File: config.mk
export PLATFORM = sky130hd
export DESIGN_NAME = if_id_skid_stage
export DESIGN_NICKNAME = d
export VERILOG_FILES = /design/src/rtl/if_id_skid_stage_pkg.sv /design/src/rtl/if_id_skid_stage_entry.sv /design/src/rtl/if_id_skid_stage.sv
export SDC_FILE = /design/constraint.sdc
export NUM_CORES = 1
export LEC_CHECK = 0
export CORE_MARGIN = 3
export CORE_UTILIZATION = 45
export CTS_BUF_LIST = sky130_fd_sc_hd__clkbuf_16
export DETAILED_ROUTE_END_ITERATION = 7
export PLACE_DENSITY_LB_ADDON = 0.3
export SYNTH_ARGS = -nofsm -noshare
export SYNTH_HDL_FRONTEND = slang
export SYNTH_SLANG_ARGS = --single-unit
File: constraint.sdc
create_clock -name clk -period 4 [get_ports clk]
set_input_delay 0.6 -clock clk [delete_from_list [all_inputs] [get_ports clk]]
set_output_delay 0.6 -clock clk [all_outputs]
set_load 0.03 [all_outputs]
File: src/rtl/if_id_skid_stage_pkg.sv
// Shared IF/ID definitions: NOP encoding, ctrl hold/flush codes and stage state encoding.
// Also used by ctrl and ID so that all three agree on the hold codes.
package if_id_skid_stage_pkg;

   localparam logic [31:0] INST_NOP   = 32'h0000_0013;
   localparam logic [1:0]  HOLD_NONE  = 2'b00;
   localparam logic [1:0]  HOLD_FLUSH = 2'b01;
   localparam logic [1:0]  HOLD_PIPE  = 2'b10;

   typedef enum logic [1:0] {
      ST_EMPTY = 2'b00,
      ST_ONE   = 2'b01,
      ST_TWO   = 2'b10
   } state_e;

   // Codes 01 and 11 both flush, so bit 0 alone identifies a flush.
   function automatic logic is_flush(input logic [1:0] code);
      return code[0];
   endfunction

endpackage

File: src/rtl/if_id_skid_stage_entry.sv
// One IF/ID payload register (address, instruction, prediction, fault, valid).
// Clear wins over load; with neither asserted the entry holds its contents.
module if_id_entry #(
   parameter int ADDR_W = 64,
   parameter int INST_W = 32
) (
   input  logic              clk,
   input  logic              rst,
   input  logic              clear_i,
   input  logic              load_i,
   input  logic [ADDR_W-1:0] addr_i,
   input  logic [INST_W-1:0] inst_i,
   input  logic              pred_i,
   input  logic              exc_i,
   output logic              valid_o,
   output logic [ADDR_W-1:0] addr_o,
   output logic [INST_W-1:0] inst_o,
   output logic              pred_o,
   output logic              exc_o
);

   logic              valid_q, valid_d;
   logic [ADDR_W-1:0] addr_q,  addr_d;
   logic [INST_W-1:0] inst_q,  inst_d;
   logic              pred_q,  pred_d;
   logic              exc_q,   exc_d;

   always_comb begin
      valid_d = valid_q;
      addr_d  = addr_q;
      inst_d  = inst_q;
      pred_d  = pred_q;
      exc_d   = exc_q;
      if (clear_i) begin
         valid_d = 1'b0;
      end else if (load_i) begin
         valid_d = 1'b1;
         addr_d  = addr_i;
         inst_d  = inst_i;
         pred_d  = pred_i;
         exc_d   = exc_i;
      end
   end

   always_ff @(posedge clk) begin
      if (!rst) begin
         valid_q <= 1'b0;
         addr_q  <= '0;
         inst_q  <= '0;
         pred_q  <= 1'b0;
         exc_q   <= 1'b0;
      end else begin
         valid_q <= valid_d;
         addr_q  <= addr_d;
         inst_q  <= inst_d;
         pred_q  <= pred_d;
         exc_q   <= exc_d;
      end
   end

   assign valid_o = valid_q;
   assign addr_o  = addr_q;
   assign inst_o  = inst_q;
   assign pred_o  = pred_q;
   assign exc_o   = exc_q;

endmodule

File: src/rtl/if_id_skid_stage.sv
// IF->ID pipeline register with valid/ready handshake, optional 2-entry skid buffer,
// ctrl hold/flush handling and NOP presentation when no beat is held.
module if_id_skid_stage
   import if_id_skid_stage_pkg::*;
#(
   parameter int                ADDR_W   = 64,
   parameter int                INST_W   = 32,
   parameter logic [INST_W-1:0] NOP_INST = INST_NOP,
   parameter bit                SKID_EN  = 1'b1
) (
   input  logic              clk,
   input  logic              rst,
   input  logic [1:0]        hold_flag_i,
   input  logic              if_valid_i,
   output logic              if_ready_o,
   input  logic [ADDR_W-1:0] inst_addr_i,
   input  logic [INST_W-1:0] inst_i,
   input  logic              pred_taken_i,
   input  logic              fetch_exc_i,
   output logic              id_valid_o,
   input  logic              id_ready_i,
   output logic [ADDR_W-1:0] inst_addr_o,
   output logic [INST_W-1:0] inst_o,
   output logic              pred_taken_o,
   output logic              fetch_exc_o
);

   state_e state_q, state_d;

   logic              main_valid, main_pred, main_exc;
   logic [ADDR_W-1:0] main_addr;
   logic [INST_W-1:0] main_inst;
   logic              skid_valid, skid_pred, skid_exc;
   logic [ADDR_W-1:0] skid_addr;
   logic [INST_W-1:0] skid_inst;

   logic              flush, hold, out_raw, out_xfer, in_xfer;
   logic              main_load, main_from_skid, main_clear, skid_load, skid_clear;
   logic [ADDR_W-1:0] main_addr_in;
   logic [INST_W-1:0] main_inst_in;
   logic              main_pred_in, main_exc_in;

   assign flush    = is_flush(hold_flag_i);
   assign hold     = (hold_flag_i == HOLD_PIPE);
   assign out_raw  = main_valid & id_ready_i & ~hold;
   // A flush cancels both handshakes in the same cycle.
   assign out_xfer = out_raw & ~flush;
   assign in_xfer  = if_valid_i & if_ready_o & ~flush;

   always_ff @(posedge clk) begin
      if (!rst) begin
         state_q <= ST_EMPTY;
      end else begin
         state_q <= state_d;
      end
   end

   always_comb begin
      state_d = state_q;
      if (flush) begin
         state_d = ST_EMPTY;
      end else begin
         case (state_q)
            ST_EMPTY: if (in_xfer) state_d = ST_ONE;
            ST_ONE: begin
               if (in_xfer && !out_xfer && SKID_EN) begin
                  state_d = ST_TWO;
               end else if (!in_xfer && out_xfer) begin
                  state_d = ST_EMPTY;
               end
            end
            ST_TWO:   if (out_xfer) state_d = ST_ONE;
            default:  state_d = ST_EMPTY;
         endcase
      end
   end

   always_comb begin
      main_load      = 1'b0;
      main_from_skid = 1'b0;
      main_clear     = 1'b0;
      skid_load      = 1'b0;
      skid_clear     = 1'b0;
      if (flush) begin
         main_clear = 1'b1;
         skid_clear = 1'b1;
      end else begin
         case (state_q)
            ST_EMPTY: main_load = in_xfer;
            ST_ONE: begin
               if (in_xfer && out_xfer) begin
                  main_load = 1'b1;
               end else if (in_xfer) begin
                  skid_load = SKID_EN;
               end else if (out_xfer) begin
                  main_clear = 1'b1;
               end
            end
            ST_TWO: begin
               if (out_xfer) begin
                  main_load      = 1'b1;
                  main_from_skid = 1'b1;
                  skid_clear     = 1'b1;
               end
            end
            default: begin
               main_clear = 1'b1;
               skid_clear = 1'b1;
            end
         endcase
      end
   end

   assign main_addr_in = main_from_skid ? skid_addr : inst_addr_i;
   assign main_inst_in = main_from_skid ? skid_inst : inst_i;
   assign main_pred_in = main_from_skid ? skid_pred : pred_taken_i;
   assign main_exc_in  = main_from_skid ? skid_exc  : fetch_exc_i;

   if_id_entry #(
      .ADDR_W (ADDR_W),
      .INST_W (INST_W)
   ) u_main (
      .clk     (clk),
      .rst     (rst),
      .clear_i (main_clear),
      .load_i  (main_load),
      .addr_i  (main_addr_in),
      .inst_i  (main_inst_in),
      .pred_i  (main_pred_in),
      .exc_i   (main_exc_in),
      .valid_o (main_valid),
      .addr_o  (main_addr),
      .inst_o  (main_inst),
      .pred_o  (main_pred),
      .exc_o   (main_exc)
   );

   generate
      if (SKID_EN) begin : g_skid
         if_id_entry #(
            .ADDR_W (ADDR_W),
            .INST_W (INST_W)
         ) u_skid (
            .clk     (clk),
            .rst     (rst),
            .clear_i (skid_clear),
            .load_i  (skid_load),
            .addr_i  (inst_addr_i),
            .inst_i  (inst_i),
            .pred_i  (pred_taken_i),
            .exc_i   (fetch_exc_i),
            .valid_o (skid_valid),
            .addr_o  (skid_addr),
            .inst_o  (skid_inst),
            .pred_o  (skid_pred),
            .exc_o   (skid_exc)
         );
         // Ready comes straight from a flop, so ID's ready never reaches IF.
         assign if_ready_o = ~skid_valid;
      end else begin : g_no_skid
         assign skid_valid = 1'b0;
         assign skid_addr  = '0;
         assign skid_inst  = '0;
         assign skid_pred  = 1'b0;
         assign skid_exc   = 1'b0;
         assign if_ready_o = ~main_valid | out_raw;
      end
   endgenerate

   assign id_valid_o   = main_valid;
   assign inst_addr_o  = main_valid ? main_addr : '0;
   assign inst_o       = main_valid ? main_inst : NOP_INST;
   assign pred_taken_o = main_valid & main_pred;
   assign fetch_exc_o  = main_valid & main_exc;

endmodule

==> flow_results.xml <==
<?xml version="1.0" encoding="UTF-8"?>
<metrics>
  <group name="timing">
    <metric name="timing.final.setup_violations" unit="">0</metric>
    <metric name="worst_setup_skew_after_layout" unit="ps">11.60</metric>
    <metric name="period_needed" unit="ps">3182</metric>
    <metric name="holdWs" unit="ps">464.3</metric>
    <metric name="fin_tns_setup" unit="ps">0</metric>
    <metric name="final-max-slew-violation-count" unit="">0</metric>
    <metric name="rsz0062_at_grt" unit="">false</metric>
    <metric name="max_freq" unit="GHz">0.3143</metric>
    <metric name="finalHoldViolations" unit="">0</metric>
    <metric name="maxSlewHeadroom" unit="%">39.77</metric>
    <metric name="worst_slew_pin_slew" unit="ps">890.9</metric>
    <metric name="timing.final.crit_share" unit="%">79.54</metric>
  </group>
  <group name="status">
    <metric name="outcome" unit="">complete, no violations</metric>
  </group>
  <group name="placed_design">
    <metric name="place_area" unit="µm²">10860</metric>
    <metric name="port_buffers" unit="">203</metric>
    <metric name="routabilityCongestion" unit="">0.7706</metric>
    <metric name="dp_hpwl" unit="µm">12830</metric>
    <metric name="post-place-cells" unit="">1300</metric>
  </group>
  <group name="synth">
    <metric name="postSynth.topFlopCell" unit="">sky130_fd_sc_hd__dfxtp_1</metric>
    <metric name="netlist-cell-type-count" unit="">29</metric>
    <metric name="synth-warning-count" unit="">0</metric>
    <metric name="number_of_flops_mapped_to_enable_cells_by_yosys" unit="">0</metric>
    <metric name="synth-compound-area-share" unit="%">31.77</metric>
    <metric name="synth_xor_area_share" unit="%">0</metric>
    <metric name="synth_top_family_by_area" unit="">compound AO/OA/AOI/OAI gates</metric>
    <metric name="yosys_register_bits" unit="">200</metric>
    <metric name="ys_seq_area_share" unit="%">46.10</metric>
    <metric name="syn-instance-count" unit="">919</metric>
    <metric name="synthSimpleGateAreaFrac" unit="%">16.81</metric>
    <metric name="postSynthNetCount" unit="">1027</metric>
    <metric name="yosys.area_share.adder" unit="%">0.5763</metric>
    <metric name="synthArstFlopShare" unit="%">0</metric>
    <metric name="mean_instance_size_in_the_synthesized_netlist" unit="µm²">9.450</metric>
    <metric name="mappedNetlistArea" unit="µm²">8685</metric>
    <metric name="muxShareOfSynthArea" unit="%">0</metric>
  </group>
  <group name="critical_path">
    <metric name="worst_path_dominant_cell_family" unit="">buffers and inverters</metric>
    <metric name="r2r-start" unit="">u_main.valid_o</metric>
    <metric name="critical_path_required" unit="ps">3400</metric>
    <metric name="rr_worst_depth" unit="">7</metric>
    <metric name="rr_endpoint" unit="">u_main.inst_o[2]</metric>
    <metric name="path_buf_inv" unit="">2</metric>
    <metric name="cp_cell_sequence" unit="">buf_4 &gt; and2_1 &gt; clkdlybuf4s50_1</metric>
    <metric name="timing.reg2reg.setup_slack" unit="ps">1340</metric>
    <metric name="delay_of_the_slowest_critical_path_stage" unit="ps">680</metric>
    <metric name="critPathArrivalTime" unit="ps">2580</metric>
    <metric name="worst-setup-path-type" unit="">flip-flop to output port</metric>
    <metric name="crit_path_end_kind" unit="">output port</metric>
    <metric name="crit_path_max_fanout" unit="">78</metric>
    <metric name="startpoint_type" unit="">flip-flop</metric>
    <metric name="worst_path_max_delay_cell" unit="">sky130_fd_sc_hd__clkdlybuf4s50_1</metric>
  </group>
  <group name="final_layout">
    <metric name="stdcell_count" unit="">1332</metric>
    <metric name="syn_to_final_growth" unit="%">31.85</metric>
    <metric name="final_design_area_no_fill" unit="µm²">11450</metric>
    <metric name="nets" unit="">1167</metric>
    <metric name="layout.filler_cells" unit="">1597</metric>
    <metric name="drive_above_1_share" unit="%">12.31</metric>
    <metric name="antennaDiodeCount" unit="">0</metric>
  </group>
  <group name="routing">
    <metric name="wirelength" unit="µm">22400</metric>
    <metric name="ant_nets" unit="">0</metric>
    <metric name="detail_route.iter0.violations" unit="">510</metric>
    <metric name="avgRoutedWirePerCell" unit="µm">16.81</metric>
    <metric name="via_count" unit="">7295</metric>
    <metric name="drtPass1Iterations" unit="">4</metric>
    <metric name="avgViaCountPerCell" unit="">5.477</metric>
    <metric name="drt_drc_violations_left" unit="">0</metric>
  </group>
  <group name="clock_network">
    <metric name="path_clk_slew" unit="ps">70</metric>
    <metric name="cts_tree" unit="">yes</metric>
    <metric name="clock_tree.buffer_depth" unit="">2</metric>
    <metric name="worst_skew_pair_latency" unit="ps">430</metric>
    <metric name="cts.root.buffer_cell" unit="">sky130_fd_sc_hd__clkbuf_16</metric>
    <metric name="clock_sink_count" unit="">200</metric>
    <metric name="h-tree-depth" unit="">4</metric>
    <metric name="cts_repair_resize_count" unit="">0</metric>
    <metric name="cts_setup_buffers" unit="">0</metric>
    <metric name="number_of_buffers_inserted_by_hold_repair_at_cts" unit="">0</metric>
    <metric name="cts_buffers" unit="">17</metric>
  </group>
  <group name="power">
    <metric name="power_density" unit="nW/µm²">367.2</metric>
    <metric name="total_leakage_power" unit="nW">3.871</metric>
    <metric name="ir_drop" unit="V">0.0002917</metric>
    <metric name="power.total" unit="mW">4.205</metric>
  </group>
  <group name="flow_run">
    <metric name="timing.max_cap.violations" unit="">0</metric>
  </group>
  <group name="floorplan">
    <metric name="coreArea" unit="µm²">18830</metric>
    <metric name="initial_core_util" unit="%">46.12</metric>
    <metric name="design.die.area" unit="µm²">21000</metric>
    <metric name="die_height" unit="µm">144.9</metric>
    <metric name="row_count" unit="">50</metric>
    <metric name="ioPinCount" unit="">204</metric>
    <metric name="die-width" unit="µm">144.9</metric>
  </group>
  <group name="global_routing">
    <metric name="wire_length_of_the_first_global_routing_pass" unit="µm">37470</metric>
    <metric name="gr-total-overflow" unit="">0</metric>
    <metric name="grt_max_degree" unit="">107</metric>
    <metric name="gr-usage-all-layers" unit="%">21.15</metric>
    <metric name="via_count_of_the_first_global_routing_pass" unit="">7284</metric>
    <metric name="antenna_found_initial" unit="">0</metric>
  </group>
  <group name="worst_hold_path">
    <metric name="min_path_type" unit="">flip-flop to flip-flop</metric>
    <metric name="holdPathEnd" unit="">g_skid.u_skid.inst_o[26]</metric>
    <metric name="holdCritStartpoint" unit="">g_skid.u_skid.inst_o[26]</metric>
    <metric name="worstHoldPathCells" unit="">2</metric>
  </group>
</metrics>
cell type report:
| cell class | instances | area, µm² | share of cell area (%) |
|---|---|---|---|
| Inverter | 4 | 15.01 | 0.1311 |
| Tap cell | 260 | 325.3 | 2.841 |
| Timing Repair Buffer | 218 | 2227 | 19.45 |
| Clock buffer | 17 | 425.4 | 3.715 |
| Multi-Input combinational cell | 618 | 4289 | 37.46 |
| Sequential cell | 200 | 4005 | 34.98 |
| Clock inverter | 15 | 163.9 | 1.431 |
per-layer routing:
metal	track usage, %	vias to the layer above	part of all wire [%]
met1	29.24	3492	48
li1	-	3583	-
met5	0	-	0
met4	5.938	0	0.96
met2	33.85	203	46
met3	4.247	17	5.2
cells in the mapped netlist (2+ instances only):
cell type                  instances  area share, %
sky130_fd_sc_hd__and3b_1           2           0.20
sky130_fd_sc_hd__buf_4             4           0.35
sky130_fd_sc_hd__clkbuf_1         77            3.3
sky130_fd_sc_hd__nand2_1         196            8.5
sky130_fd_sc_hd__o21ai_0           2           0.12
sky130_fd_sc_hd__or3_1             2           0.14
sky130_fd_sc_hd__o221a_1          20            2.6
sky130_fd_sc_hd__inv_1             3           0.13
sky130_fd_sc_hd__dfxtp_1         200             46
sky130_fd_sc_hd__a21boi_0         98            8.5
sky130_fd_sc_hd__buf_1             2          0.086
sky130_fd_sc_hd__a21oi_1           3           0.17
sky130_fd_sc_hd__nand2b_1          4           0.29
sky130_fd_sc_hd__buf_2            14           0.81
sky130_fd_sc_hd__nor2_1            3           0.13
sky130_fd_sc_hd__and2_1           97            7.0
sky130_fd_sc_hd__o221a_2          78             10
sky130_fd_sc_hd__ha_1              4           0.58
sky130_fd_sc_hd__o22a_1           98            9.9
sky130_fd_sc_hd__o21a_1            2           0.17
sky130_fd_sc_hd__nor2b_1           2           0.14
placed cells by master (no fill, tap or decap), types with 3 or more instances in the layout:
master                            Yosys  routed
sky130_fd_sc_hd__clkbuf_16            0      17
sky130_fd_sc_hd__ha_1                 4       4
sky130_fd_sc_hd__nand2b_1             4       4
sky130_fd_sc_hd__inv_6                0       6
sky130_fd_sc_hd__nor2_1               3       3
sky130_fd_sc_hd__dfxtp_1            200     199
sky130_fd_sc_hd__a21boi_0            98      98
sky130_fd_sc_hd__nand2_1            196     196
sky130_fd_sc_hd__buf_4                4      10
sky130_fd_sc_hd__clkdlybuf4s50_1      0     201
sky130_fd_sc_hd__a21oi_1              3       3
sky130_fd_sc_hd__o221a_2             78      78
sky130_fd_sc_hd__and2_1              97      97
sky130_fd_sc_hd__inv_1                3       4
sky130_fd_sc_hd__buf_12               0       7
sky130_fd_sc_hd__o221a_1             20      20
sky130_fd_sc_hd__o22a_1              98      98
per-stage QoR:
step / utilization (%) / setup slack [ps]
after global routing: 60.81 / 652.8
after global placement: 57.68 / 920.3
after CTS: 60.81 / 730.7
after detailed placement: 57.68 / 848.8
final: 60.81 / 818.4
after floorplan: - / 1042
cells by family (layout without fill, tap and decap cells):
logic type | count (synthesis) | count (layout)
flip-flops | 200 | 200
AND/OR/NAND/NOR | 311 | 311
adder cells (fa/ha/maj) | 4 | 4
AO/OA/AOI/OAI | 303 | 303
buffers and inverters | 101 | 254
power by group:
group / internal, mW / switching [mW]
Combinational: 0.218 / 0.175
Sequential: 2.05 / 0.0316
Clock: 0.939 / 0.795
worst max path at each step:
stage | cells past startpoint | endpoint | from | slack, ps
6_report | 3 | inst_addr_o[35] | u_main.valid_o | 820
2_1_floorplan | 12 | u_main.inst_o[10] | hold_flag_i[0] | 1040
4_1_cts | 3 | inst_addr_o[41] | u_main.valid_o | 730
5_1_grt | 3 | inst_addr_o[41] | u_main.valid_o | 650
3_5_place_dp | 6 | u_main.inst_o[2] | if_valid_i | 850
3_3_place_gp | 6 | u_main.inst_o[6] | if_valid_i | 920
sequential cells by signal, indices dropped and copies added (netlist names):
| signal | count |
|---|---|
| g_skid.u_skid.pred_o | 1 |
| g_skid.u_skid.valid_o | 1 |
| u_main.exc_o | 1 |
| u_main.inst_o | 32 |
| u_main.addr_o | 64 |
| g_skid.u_skid.exc_o | 1 |
| u_main.valid_o | 1 |
| g_skid.u_skid.addr_o | 64 |
| g_skid.u_skid.inst_o | 32 |
| state_q | 2 |
| u_main.pred_o | 1 |
worst register-to-register path, delay by kind of cell, from the launching register on:
kind                     cells  cell delay [ps]
AO/OA/AOI/OAI                3              940
AND/OR/NAND/NOR              2              600
flip-flops                   1              590
buffers and inverters        1              280
adder cells (fa/ha/maj)      1              210
No activity file was read; power rests on OpenSTA's default activity.
